<file path="config.mk">
export PLATFORM = sky130hd
export DESIGN_NAME = config_ctrl_burst_flat
export DESIGN_NICKNAME = d
export VERILOG_FILES = /design/src/rtl/config_ctrl_burst_if.sv /design/src/rtl/config_ctrl_burst.sv /design/src/flat_wrapper.sv
export SDC_FILE = /design/constraint.sdc
export NUM_CORES = 1
export LEC_CHECK = 0
export BUFFER_PORTS_ARGS = -buffer_cell sky130_fd_sc_hd__buf_4
export CORE_MARGIN = 3
export CORE_UTILIZATION = 45
export CTS_CLUSTER_DIAMETER = 200
export DETAILED_ROUTE_END_ITERATION = 8
export GPL_TIMING_DRIVEN = 0
export PLACE_DENSITY = 0.83
export SYNTH_ARGS = -nofsm -noshare
export SYNTH_HDL_FRONTEND = slang
export SYNTH_SLANG_ARGS = --single-unit
</file>
<file path="constraint.sdc">
create_clock -name clk -period 4.8 [get_ports clk]
set_clock_uncertainty 0.05 [all_clocks]
set_input_delay 1.44 -clock clk [delete_from_list [all_inputs] [get_ports clk]]
set_output_delay 1.44 -clock clk [all_outputs]
set_load 0.05 [all_outputs]
</file>
<file path="src/rtl/config_ctrl_burst_if.sv">
// config_ctrl_burst_if: request, reply and configurator bus of the burst config controller.
// Ports: none; signals grouped as
//   request : spk_in_config_we, spk_in_config_wdata, config_spk_in_credit
//   arbiter : axon_busy, work_config_busy
//   reply   : config_spk_out_we, config_spk_out_wdata, spk_out_config_full, config_err
//   config  : config_we, config_waddr, config_wdata, config_re, config_raddr, config_rdata
// master = controller side, slave = node side.
interface config_ctrl_burst_if #(
    parameter int FW  = 59,
    parameter int CDW = 21,
    parameter int CAW = 15
) ();
    logic           spk_in_config_we;
    logic [FW-1:0]  spk_in_config_wdata;
    logic           config_spk_in_credit;
    logic           axon_busy;
    logic           work_config_busy;
    logic           config_spk_out_we;
    logic [FW-1:0]  config_spk_out_wdata;
    logic           spk_out_config_full;
    logic           config_err;
    logic           config_we;
    logic [CAW-1:0] config_waddr;
    logic [CDW-1:0] config_wdata;
    logic           config_re;
    logic [CAW-1:0] config_raddr;
    logic [CDW-1:0] config_rdata;

    modport master (
        input  spk_in_config_we, spk_in_config_wdata, axon_busy, work_config_busy,
               spk_out_config_full, config_rdata,
        output config_spk_in_credit, config_spk_out_we, config_spk_out_wdata, config_err,
               config_we, config_waddr, config_wdata, config_re, config_raddr
    );

    modport slave (
        output spk_in_config_we, spk_in_config_wdata, axon_busy, work_config_busy,
               spk_out_config_full, config_rdata,
        input  config_spk_in_credit, config_spk_out_we, config_spk_out_wdata, config_err,
               config_we, config_waddr, config_wdata, config_re, config_raddr
    );
endinterface

</file>
<file path="src/rtl/config_ctrl_burst.sv">
// config_ctrl_burst: node configuration controller with burst reads and reply routing.
// Ports:
//   clk    - clock
//   rst_n  - asynchronous active-low reset
//   io_bus - config_ctrl_burst_if.master: request in/credit, busy inputs,
//            reply flit out, drop error, configurator read/write port
module config_ctrl_burst #(
    parameter int FW    = 59,
    parameter int FTW   = 3,
    parameter int ATW   = 3,
    parameter int CDW   = 21,
    parameter int CAW   = 15,
    parameter int XW    = 4,
    parameter int YW    = 4,
    parameter int LW    = 4,
    parameter int R_FLG = 36,
    parameter int X_FLG = R_FLG + 12
) (
    input logic                 clk,
    input logic                 rst_n,
    config_ctrl_burst_if.master io_bus
);
    localparam logic [FTW-1:0] T_WRITE    = 3'b110;
    localparam logic [FTW-1:0] T_READ     = 3'b111;
    localparam logic [FTW-1:0] T_DATA     = 3'b001;
    localparam logic [FTW-1:0] T_DATA_END = 3'b010;
    localparam logic [ATW-1:0] C_WGT      = 3'b001;
    localparam logic [ATW-1:0] C_DST      = 3'b010;
    localparam logic [ATW-1:0] C_VM       = 3'b100;
    localparam logic [ATW-1:0] C_VMBUF    = 3'b110;

    typedef enum logic [2:0] {IDLE, W_WAIT, R_READ, R_WAIT, R_SEND} state_t;

    state_t            r_cs, w_ns;
    logic [CAW-1:0]    r_waddr, r_raddr;
    logic [CDW-1:0]    r_wdata;
    logic [XW+YW-1:0]  r_xy;
    logic [LW-1:0]     r_cnt;
    logic              r_single, r_err;
    logic [FW-1:0]     r_reply;
    logic [FTW-1:0]    w_type, w_rtype;
    logic [CAW-1:0]    w_addr;
    logic [CDW-1:0]    w_data;
    logic              w_wblk, w_rblk, w_we, w_re, w_out_we, w_credit, w_unused;

    // Classes not listed fall through as CFG_REG, i.e. never blocked.
    function automatic logic blocked(input logic [ATW-1:0] c, input logic ab, input logic wb);
        return ((c == C_WGT || c == C_VMBUF) && ab) || ((c == C_DST || c == C_VM) && wb);
    endfunction

    assign w_type   = io_bus.spk_in_config_wdata[FW-1:FW-FTW];
    assign w_addr   = io_bus.spk_in_config_wdata[CDW+CAW-1:CDW];
    assign w_data   = io_bus.spk_in_config_wdata[CDW-1:0];
    assign w_unused = ^io_bus.spk_in_config_wdata[FW-FTW-1:CDW+CAW];
    assign w_wblk   = blocked(r_waddr[CAW-1:CAW-ATW], io_bus.axon_busy, io_bus.work_config_busy);
    assign w_rblk   = blocked(r_raddr[CAW-1:CAW-ATW], io_bus.axon_busy, io_bus.work_config_busy);
    // A single-word read answers with type READ; bursts mark their last word DATA_END.
    assign w_rtype  = r_single ? T_READ : (r_cnt == '0 ? T_DATA_END : T_DATA);

    always_comb begin
        w_ns     = r_cs;
        w_we     = 1'b0;
        w_re     = 1'b0;
        w_out_we = 1'b0;
        w_credit = r_err;
        case (r_cs)
            IDLE:    if (io_bus.spk_in_config_we)
                         w_ns = w_type == T_WRITE ? W_WAIT : (w_type == T_READ ? R_READ : IDLE);
            W_WAIT:  if (!w_wblk) begin
                         w_we     = 1'b1;
                         w_credit = 1'b1;
                         w_ns     = IDLE;
                     end
            R_READ:  if (!w_rblk) begin
                         w_re = 1'b1;
                         w_ns = R_WAIT;
                     end
            R_WAIT:  w_ns = R_SEND;
            R_SEND:  if (!io_bus.spk_out_config_full && !io_bus.work_config_busy) begin
                         w_out_we = 1'b1;
                         w_credit = r_cnt == '0;
                         w_ns     = r_cnt == '0 ? IDLE : R_READ;
                     end
            default: w_ns = IDLE;
        endcase
    end

    always_ff @(posedge clk or negedge rst_n) begin
        if (!rst_n) begin
            r_cs     <= IDLE;
            r_waddr  <= '0;
            r_wdata  <= '0;
            r_raddr  <= '0;
            r_xy     <= '0;
            r_cnt    <= '0;
            r_single <= 1'b0;
            r_err    <= 1'b0;
            r_reply  <= '0;
        end else begin
            r_cs  <= w_ns;
            r_err <= 1'b0;
            case (r_cs)
                IDLE:    if (io_bus.spk_in_config_we) begin
                             if (w_type == T_WRITE) begin
                                 r_waddr <= w_addr;
                                 r_wdata <= w_data;
                             end else if (w_type == T_READ) begin
                                 r_raddr  <= w_addr;
                                 r_xy     <= w_data[CDW-1:CDW-XW-YW];
                                 r_cnt    <= w_data[LW-1:0];
                                 r_single <= w_data[LW-1:0] == '0;
                             end else begin
                                 r_err <= 1'b1;
                             end
                         end
                R_WAIT:  r_reply <= {w_rtype, r_xy, {(X_FLG-R_FLG){1'b0}}, r_raddr, io_bus.config_rdata};
                // Next burst word: address wraps inside its class.
                R_SEND:  if (w_out_we && r_cnt != '0) begin
                             r_cnt   <= r_cnt - 1'b1;
                             r_raddr <= {r_raddr[CAW-1:CAW-ATW], r_raddr[CAW-ATW-1:0] + 1'b1};
                         end
                W_WAIT, R_READ: ;
                default: begin
                             r_waddr  <= '0;
                             r_wdata  <= '0;
                             r_raddr  <= '0;
                             r_xy     <= '0;
                             r_cnt    <= '0;
                             r_single <= 1'b0;
                             r_reply  <= '0;
                         end
            endcase
        end
    end

    assign io_bus.config_we            = w_we;
    assign io_bus.config_re            = w_re;
    assign io_bus.config_spk_out_we    = w_out_we;
    assign io_bus.config_spk_in_credit = w_credit;
    assign io_bus.config_err           = r_err;
    assign io_bus.config_waddr         = r_waddr;
    assign io_bus.config_wdata         = r_wdata;
    assign io_bus.config_raddr         = r_raddr;
    assign io_bus.config_spk_out_wdata = r_reply;
endmodule
</file>
<file path="src/flat_wrapper.sv">
// flat-port wrapper written by rule: the top's interface ports become plain ports
module config_ctrl_burst_flat 
#(
    parameter int FW    = 59,
    parameter int FTW   = 3,
    parameter int ATW   = 3,
    parameter int CDW   = 21,
    parameter int CAW   = 15,
    parameter int XW    = 4,
    parameter int YW    = 4,
    parameter int LW    = 4,
    parameter int R_FLG = 36,
    parameter int X_FLG = R_FLG + 12
)
  (clk, rst_n, io_bus_spk_in_config_we, io_bus_spk_in_config_wdata, io_bus_axon_busy, io_bus_work_config_busy, io_bus_spk_out_config_full, io_bus_config_rdata, io_bus_config_spk_in_credit, io_bus_config_spk_out_we, io_bus_config_spk_out_wdata, io_bus_config_err, io_bus_config_we, io_bus_config_waddr, io_bus_config_wdata, io_bus_config_re, io_bus_config_raddr);
  config_ctrl_burst_if #(.FW(FW), .CDW(CDW), .CAW(CAW)) io_bus_i ();
  input logic clk;
  input logic rst_n;
  input wire logic [$bits(io_bus_i.spk_in_config_we)-1:0] io_bus_spk_in_config_we;
  input wire logic [$bits(io_bus_i.spk_in_config_wdata)-1:0] io_bus_spk_in_config_wdata;
  input wire logic [$bits(io_bus_i.axon_busy)-1:0] io_bus_axon_busy;
  input wire logic [$bits(io_bus_i.work_config_busy)-1:0] io_bus_work_config_busy;
  input wire logic [$bits(io_bus_i.spk_out_config_full)-1:0] io_bus_spk_out_config_full;
  input wire logic [$bits(io_bus_i.config_rdata)-1:0] io_bus_config_rdata;
  output wire logic [$bits(io_bus_i.config_spk_in_credit)-1:0] io_bus_config_spk_in_credit;
  output wire logic [$bits(io_bus_i.config_spk_out_we)-1:0] io_bus_config_spk_out_we;
  output wire logic [$bits(io_bus_i.config_spk_out_wdata)-1:0] io_bus_config_spk_out_wdata;
  output wire logic [$bits(io_bus_i.config_err)-1:0] io_bus_config_err;
  output wire logic [$bits(io_bus_i.config_we)-1:0] io_bus_config_we;
  output wire logic [$bits(io_bus_i.config_waddr)-1:0] io_bus_config_waddr;
  output wire logic [$bits(io_bus_i.config_wdata)-1:0] io_bus_config_wdata;
  output wire logic [$bits(io_bus_i.config_re)-1:0] io_bus_config_re;
  output wire logic [$bits(io_bus_i.config_raddr)-1:0] io_bus_config_raddr;
  assign io_bus_i.spk_in_config_we = io_bus_spk_in_config_we;
  assign io_bus_i.spk_in_config_wdata = io_bus_spk_in_config_wdata;
  assign io_bus_i.axon_busy = io_bus_axon_busy;
  assign io_bus_i.work_config_busy = io_bus_work_config_busy;
  assign io_bus_i.spk_out_config_full = io_bus_spk_out_config_full;
  assign io_bus_i.config_rdata = io_bus_config_rdata;
  assign io_bus_config_spk_in_credit = io_bus_i.config_spk_in_credit;
  assign io_bus_config_spk_out_we = io_bus_i.config_spk_out_we;
  assign io_bus_config_spk_out_wdata = io_bus_i.config_spk_out_wdata;
  assign io_bus_config_err = io_bus_i.config_err;
  assign io_bus_config_we = io_bus_i.config_we;
  assign io_bus_config_waddr = io_bus_i.config_waddr;
  assign io_bus_config_wdata = io_bus_i.config_wdata;
  assign io_bus_config_re = io_bus_i.config_re;
  assign io_bus_config_raddr = io_bus_i.config_raddr;
  config_ctrl_burst #(.FW(FW), .FTW(FTW), .ATW(ATW), .CDW(CDW), .CAW(CAW), .XW(XW), .YW(YW), .LW(LW), .R_FLG(R_FLG), .X_FLG(X_FLG)) u_core (.clk(clk), .rst_n(rst_n), .io_bus(io_bus_i));
endmodule
</file>
Yosys cells after proc, flatten, opt, wreduce, memory -nomap -nowiden
Index checks and enable logic that the tools add are counted.
{"block": "word_totals", "register_bits": 127, "out_inout_bits": 115, "mem_bits_ro": 0, "memories": 0, "elab_cells": 111, "ram_bits": 0, "latch_bits": 0}
{"block": "classes", "muxes": 48, "n_mul": 0, "addsub": 2, "bitwise": 3, "n_shift": 0, "order_cmp": 0, "n_div": 0, "reduce_logical": 26, "eq_ne": 22}
{"operator": "one-hot mux 59 bit (2 select lines)", "n": 1}
{"operator": "two-way mux 15 bit", "n": 5}
{"operator": "one-hot mux 15 bit (3 select lines)", "n": 1}
{"operator": "two-way mux 21 bit", "n": 2}
{"operator": "one-hot mux 21 bit (2 select lines)", "n": 1}
{"operator": "one-hot mux 15 bit (2 select lines)", "n": 1}
{"operator": "two-way mux 8 bit", "n": 3}
{"operator": "== test 3 bit (second input constant)", "n": 7}
{"operator": "two-way mux 3 bit", "n": 6}
{"operator": "two-way mux 4 bit", "n": 4}
{"operator": "one-hot mux 8 bit (2 select lines)", "n": 1}
{"operator": "two-way mux 1 bit", "n": 15}
{"operator": "one-hot mux 3 bit (5 select lines)", "n": 1}
{"operator": "adder 12 x 1 -> 12 bit (second input constant)", "n": 1}
{"operator": "== test 3 x 2 -> 1 bit (second input constant)", "n": 4}
{"operator": "two-way mux 12 bit", "n": 1}
{"operator": "one-hot mux 4 bit (3 select lines)", "n": 1}
{"operator": "AND reduction 5 bit", "n": 2}
{"operator": "== test 3 x 1 -> 1 bit (second input constant)", "n": 3}
{"operator": "zero test 4 bit", "n": 2}
{"operator": "!= test 2 x 1 -> 1 bit (second input constant)", "n": 4}
{"operator": "!= test 2 bit (second input constant)", "n": 4}
{"operator": "AND reduction 4 bit", "n": 2}
{"operator": "OR reduction 4 bit", "n": 2}
{"operator": "other kinds (11)", "n": 27}

Longest topological paths before layout
Gate-level depths: netlist of run 1.
{"block": "depth", "depth_word": 7, "ltp_mapped": 9}

Worst setup path after synthesis of run 1
OpenSTA, ideal clock, no wires.
{"block": "synth_timing", "path_kind": "input -> output", "start": "input port io_bus_axon_busy", "end": "output port io_bus_config_spk_in_credit", "path_slack_ps": -154, "stages": 5, "path_buffers": 0, "t_arrival_ps": 3464, "cell_sequence": "and3_1 > a21oi_1 > o21ai_0 > nor3_1 > o31a_1"}
{"block": "synth_via", "elab_chain_len": 4}
{"element": "from (decl)", "line": "flat_wrapper.sv:21", "rtl": "input wire logic [$bits(io_bus_i.axon_busy)-1:0] io_bus_axon_busy;"}
{"element": "logical AND 1 bit", "line": "config_ctrl_burst.sv:48", "rtl": "return ((c == C_WGT || c == C_VMBUF) && ab) || ((c == C_DST || c == C_VM) && wb);"}
{"element": "logical OR 1 bit", "line": "config_ctrl_burst.sv:48"}
{"element": "two-way mux 1 bit", "line": "config_ctrl_burst.sv:69", "rtl": "W_WAIT: if (!w_wblk) begin"}
{"element": "one-hot mux 1 bit (2 select lines)", "line": "config_ctrl_burst.sv:66", "rtl": "case (r_cs)"}
{"element": "to (decl)", "line": "flat_wrapper.sv:25", "rtl": "output wire logic [$bits(io_bus_i.config_spk_in_credit)-1:0] io_bus_config_spk_in_credit;"}
Every way passes these cells.

Worst setup path after layout of run 1
Same ends and word-level chain as after synthesis.

==> results of run 1 <==
-- worst max path at each step --
stage          slack (ns)                     endpoint                       start  cells past startpoint
5_1_grt              0.56  io_bus_config_spk_in_credit            io_bus_axon_busy                      7
4_1_cts              0.66  io_bus_config_spk_in_credit            io_bus_axon_busy                      7
3_3_place_gp         0.72  io_bus_config_spk_in_credit            io_bus_axon_busy                      7
2_1_floorplan        0.15  io_bus_config_spk_in_credit  io_bus_spk_out_config_full                      2
6_report             0.63  io_bus_config_spk_in_credit            io_bus_axon_busy                      7
3_5_place_dp         0.70  io_bus_config_spk_in_credit            io_bus_axon_busy                      7
-- flip-flops by register name, summed over array words and instances (netlist names) --
register / flops
u_core.io_bus.config_err: 1
u_core.io_bus.config_raddr: 15
u_core.io_bus.config_spk_out_wdata: 47
u_core.io_bus.config_waddr: 15
u_core.io_bus.config_wdata: 21
u_core.r_cnt: 4
u_core.r_cs: 3
u_core.r_single: 1
u_core.r_xy: 8
-- per-layer routing --
metal / track usage [%] / up-vias
met5: 0 / -
met4: 7.29 / 0
met3: 8.09 / 27
met2: 39.3 / 242
met1: 31.3 / 2246
li1: - / 2145
-- cells in the final DEF (no fill, tap or decap), types with 2 or more instances in the layout --
master,count
a21boi_1,2
a21oi_1,5
a22o_1,58
a31oi_1,3
a32oi_1,2
and3_1,3
buf_2,19
buf_4,180
buf_6,5
clkbuf_1,11
clkbuf_16,17
clkinv_4,3
clkinvlp_4,4
conb_1,12
dfrtp_1,115
ha_1,3
inv_1,6
inv_6,4
mux2_2,3
nand2_1,109
nand2b_1,2
nand3_1,9
nor2_1,16
nor3_1,3
nor4_1,3
o21a_1,2
o21ai_0,23
o21ai_1,53
o21bai_1,2
o31a_1,4
-- kinds of logic (layout without fill, tap and decap cells) --
kind of cell | Yosys count | count (layout) | share of synthesized area (%)
other | 1 | 12 | 0.0741
and+or+nand+nor | 158 | 158 | 13.5
buffers and inverters | 53 | 254 | 5.96
AOI/OAI and AO/OA | 163 | 163 | 21.8
DFF | 115 | 115 | 56.9
adders and majority gates | 3 | 3 | 0.742
muxes | 4 | 4 | 0.890
xor gates and xnor gates | 1 | 1 | 0.173
-- worst reg2reg max path: cells and delay by family (launching register included) --
| family | cells | cell delay (ns) |
|---|---|---|
| fa+ha+maj | 1 | 0.15 |
| compound gates | 2 | 0.24 |
| flops | 1 | 0.40 |
| buf+inv | 3 | 0.58 |
| simple gates | 2 | 0.57 |
-- area by class of cell --
cell class                 instances  share of cell area [%]
sequential                       115                    40.2
multi-input combinational        341                    27.1
timing repair buffer             169                    18.1
clock buffer                      19                    6.19
buffer                            47                    3.90
tap                              140                    2.45
clock inverter                    13                    1.77
inverter                           6                   0.315
-- Yosys cell counts (4+ instances only) --
master    instances  area (um2)
dfrtp_1         115        2880
nand2_1         109         409
a22o_1           58         508
o21ai_1          53         265
o21ai_0          23         115
buf_2            19        95.1
nor2_1           16        60.1
buf_4            13        97.6
clkbuf_1         10        37.5
nand3_1           9        45.0
inv_1             6        22.5
a21oi_1           5        25.0
buf_6             4        45.0
nor3_1            4        20.0
nor4_1            4        25.0
o31a_1            4        35.0
-- metrics by stage --
stage / util, % / instance area [um2] / hold WS (ns) / cells / setup WS (ns)
2_1_floorplan: - / 5110 / 0.438 / 509 / 0.145
3_3_place_gp: 59.9 / 6550 / 0.410 / 817 / 0.718
3_5_place_dp: 59.9 / 6550 / 0.416 / 817 / 0.701
4_1_cts: 65.1 / 7120 / 0.440 / 849 / 0.658
5_1_grt: 65.4 / 7150 / 0.459 / 850 / 0.563
6_report: 65.4 / 7150 / 0.436 / 850 / 0.631
-- power breakdown --
part | switching (mW) | total [mW] | internal (mW) | leakage [nW]
Sequential | 0.348 | 1.72 | 1.37 | 1.52
Clock | 0.475 | 1.21 | 0.732 | 0.267
Combinational | 2.12 | 3.07 | 0.948 | 1.80
==> results.cfg, run 1 <==
[die]
core_area_um2 = 10900
io_pins = 201
initial_utilization_pct = 46.3
die_y_um = 112
die_w_um = 112
dieArea_um2 = 12600
rows = 38

[timing]
max_freq_ghz = 0.240
fin_setup_tns_ns = 0
relSlewSlack_pct = 62.1
rsz0062_at_grt = no
drv_slew = 0
worst_pin_slew_ns = 0.568
finalSetupViolCount = 0
timing.final.crit_share_pct = 86.9
min_period_ns = 4.17
hold_viol_final = 0

[clock_tree]
cts_hold_buf = 0
cts_htree_levels = 4
clock_latency_ns = 0.41
cts_resized = 0
clockRootBuffer = clkbuf_16
cts_max_path_buffers = 2
cts_made_buffers = 17
clk_pin_slew_ns = 0.06
cts_tree = yes
postCtsSetupBuffers = 0
cts_sinks = 115

[route]
wl_per_cell_um = 17.7
wl_met3_um = 1500
vias = 4660
top_layer = met4
wl_um = 15000
drc = 0
met1_length_um = 6090
ant_nets = 0
vias_per_cell = 5.48
route.met2.wl_um = 7150
drt_iter0_drc = 319
drt_pass1_iterations = 5

[synthesis]
synthArstFlopShare_pct = 100
syn_inst = 498
synth_cell_types = 49
yosysWarnings = 0
synth.avg_cell_area_um2 = 10.2
ys_ff_latch = 115
netlist_area_um2 = 5060
synth_edf_count = 0
synth_flop_cell = dfrtp_1
yosysSeqAreaShare_pct = 56.9

[job]
drv_cap = 0

[power_and_ir_drop]
p_per_area_nw_per_um2 = 838
leakagePower_nw = 3.59
p_total_mw = 5.99
irDropWorstVdd_uv = 570

[layout]
fill_cells = 878
multi_input_area_um2 = 1930
final_net_count = 786
diodes = 0
drive_gt1_share_pct = 34.5
area_delta_synth_final_pct = 41.3
register_area_um2 = 2880

[global_routing]
grt_usage_pct = 24.3
grt_max_degree = 116
grt_overflow_total = 0
antenna_found_initial = 0
grt_pass1_vias = 4690
grt_pass1_wl_um = 24400

[critical_path]
reg2reg_from = u_core.r_cnt[0]$_DFFE_PN0P_
path_common_cell = buf_4
worst_r2r_path_depth = 8
cp.required_ns = 3.31
critPathCaptureType = primary output
critPathArrivalTime_ns = 2.68
crit_chain = buf_4, and3_1, a21oi_1, o21ai_0, nor3_2, o31a_1, buf_4
ff2ff_setup_slack_ns = 2.69
crit_fanout = 4
critical-path-max-stage-delay_ns = 0.35
cpLargestDelayFamily = compound AO/OA/AOI/OAI gates
start_kind = input pin
rr_endpoint = u_core.io_bus.config_raddr[6]$_DFFE_PN0P_
path_class = in -> out
cp_num_buf_inv = 2
worst_path_max_delay_cell = o21ai_0

[worst_hold_path]
hold_end = u_core.io_bus.config_wdata[7]$_DFFE_PN0P_
hold_path_class = reg -> reg
min_path_cells = 2
holdCritStartpoint = u_core.io_bus.config_wdata[7]$_DFFE_PN0P_

[placed_design]
routabilityCongestion = 0.830
post-dp-hpwl_um = 10700
port_buffers = 168

[status]
status = finished, final reports clean
No activity file was read; power rests on OpenSTA's default activity.
==> inputs of run 2 (changes only) <==
Settings changed: CORE_UTILIZATION 45 to 52, PLACE_DENSITY 0.83 to 0.93.
==> run 2 against run 1 <==
Non-clock buffer count did not move; via count rose by 3.3%; final cell count fell by 1.5%; hold slack improved by 0.0029 ns; sequential power barely moved; setup slack improved by 0.043 ns; total power rose by 1.2%; clock power rose by 3%; combinational power barely moved; register-to-register slack barely moved.
==> results.cfg, run 2 (synthesized netlist as in run 1, its figures left out) <==
[status]
status = finished, final reports clean

[layout]
largest_reg_flops = 47
mostFrequentLayoutCells = buf_4, dfrtp_1, nand2_1
final_common_cell = buf_4
final_net_count = 786
diodes = 0
area_delta_synth_final_pct = 41.4
drive_gt1_share_pct = 34.3
instances_no_fill = 837
fill_cells = 623
utilization_pct = 76.7
design_area_um2 = 7160

[critical_path]
crit_start = io_bus_axon_busy
critPathArrivalTime_ns = 2.64
critPathCaptureType = primary output
reg2reg_from = u_core.r_cnt[0]$_DFFE_PN0P_
cp.required_ns = 3.31
worst_r2r_path_depth = 9
rr_endpoint = u_core.io_bus.config_raddr[4]$_DFFE_PN0P_
ff2ff_setup_slack_ns = 2.69
start_kind = input pin
path_class = in -> out
crit_fanout = 4

[timing]
setup_slack_ns = 0.674
fin_setup_tns_ns = 0
max_freq_ghz = 0.242
relSlewSlack_pct = 63.5
rsz0062_at_grt = no
holdWs_ns = 0.438
timing.final.crit_share_pct = 86.0
worst_pin_slew_ns = 0.548
drv_slew = 0
min_period_ns = 4.13
finalSetupViolCount = 0
hold_viol_final = 0

[global_routing]
grt_max_degree = 116
grt_pass1_vias = 4715
grt_overflow_total = 0
grt_usage_pct = 28.0
grt_pass1_wl_um = 24400
antenna_found_initial = 0

[clock_tree]
cts_max_path_buffers = 2
postCtsSetupBuffers = 0
cts_tree = yes
cts_htree_levels = 4
clock_latency_ns = 0.51
cts_sinks = 115
clockRootBuffer = clkbuf_8
cts_hold_buf = 0
cts_resized = 0
cts_made_buffers = 17
clk_pin_slew_ns = 0.05

[job]
drv_cap = 0

[worst_hold_path]
hold_end = u_core.io_bus.config_wdata[11]$_DFFE_PN0P_
min_path_cells = 2
hold_path_class = reg -> reg
holdCritStartpoint = u_core.io_bus.config_wdata[11]$_DFFE_PN0P_

[die]
dieArea_um2 = 11000
die_w_um = 105
core_area_um2 = 9330
initial_utilization_pct = 54.3
die_y_um = 105
io_pins = 201
rows = 35

[power_and_ir_drop]
irDropWorstVdd_uv = 425
p_total_mw = 6.06
p_per_area_nw_per_um2 = 847
leakagePower_nw = 3.61

[placed_design]
post_dp_cell_area_um2 = 6540
port_buffers = 168
post-place-ws_ns = 0.723
post-dp-hpwl_um = 10700
placed_cells = 806
routabilityCongestion = 0.916

[route]
drc = 0
drt_pass1_iterations = 5
wl_per_cell_um = 18.4
ant_nets = 0
vias_per_cell = 5.75
drt_iter0_drc = 333
vias = 4815
wl_um = 15400
-- run 2: cell types whose count changed in the layout (fill, tap and decap cells not counted), sizes merged --
cell | previous run | this run
clkinv | 4 | 3
inv | 10 | 7
bufinv | 1 | 3
clkinvlp | 4 | 2
clkbuf | 29 | 31
-- run 2: how the worst max path moves through the flow --
stage	endpoint	slack, ns	depth (start not counted)
floorplan	io_bus_config_spk_in_credit	0.15	2
global placement	io_bus_config_spk_in_credit	0.75	7
detailed placement	io_bus_config_spk_in_credit	0.72	7
CTS	io_bus_config_spk_in_credit	0.70	7
global route	io_bus_config_spk_in_credit	0.62	7
finish	io_bus_config_spk_in_credit	0.67	7
-- run 2: worst max-delay path, cell delays in order --
cell and delay [ns]:
buf_4 0.10, and3_1 0.14, a21oi_1 0.04, o21ai_0 0.33, nor3_2 0.11, o31a_1 0.27
buf_4 0.20
-- run 2: where the power goes --
group          total (mW)  internal, mW  switching [mW]
sequential           1.72          1.37           0.348
combinational        3.09         0.949            2.14
clock                1.25         0.824           0.430
-- run 2: area by class of cell --
cell class / count / area, um2 / share of cell area [%]
inverters: 6 / 22.5 / 0.315
clock buffers: 21 / 459 / 6.42
repair buffers: 169 / 1290 / 18.1
clock inverters: 9 / 129 / 1.80
well taps: 129 / 161 / 2.26
multi-input cells: 341 / 1930 / 27.0
flip-flops and latches: 115 / 2880 / 40.2
plain buffers: 47 / 279 / 3.90
-- run 2: metal layers --
metal,up-vias,wire [um],GRT usage (%)
met3,33,1290,7.54
met2,279,7870,48.2
met4,0,328,10.1
met1,2355,5940,33.8
li1,2148,-,-
met5,-,0,0
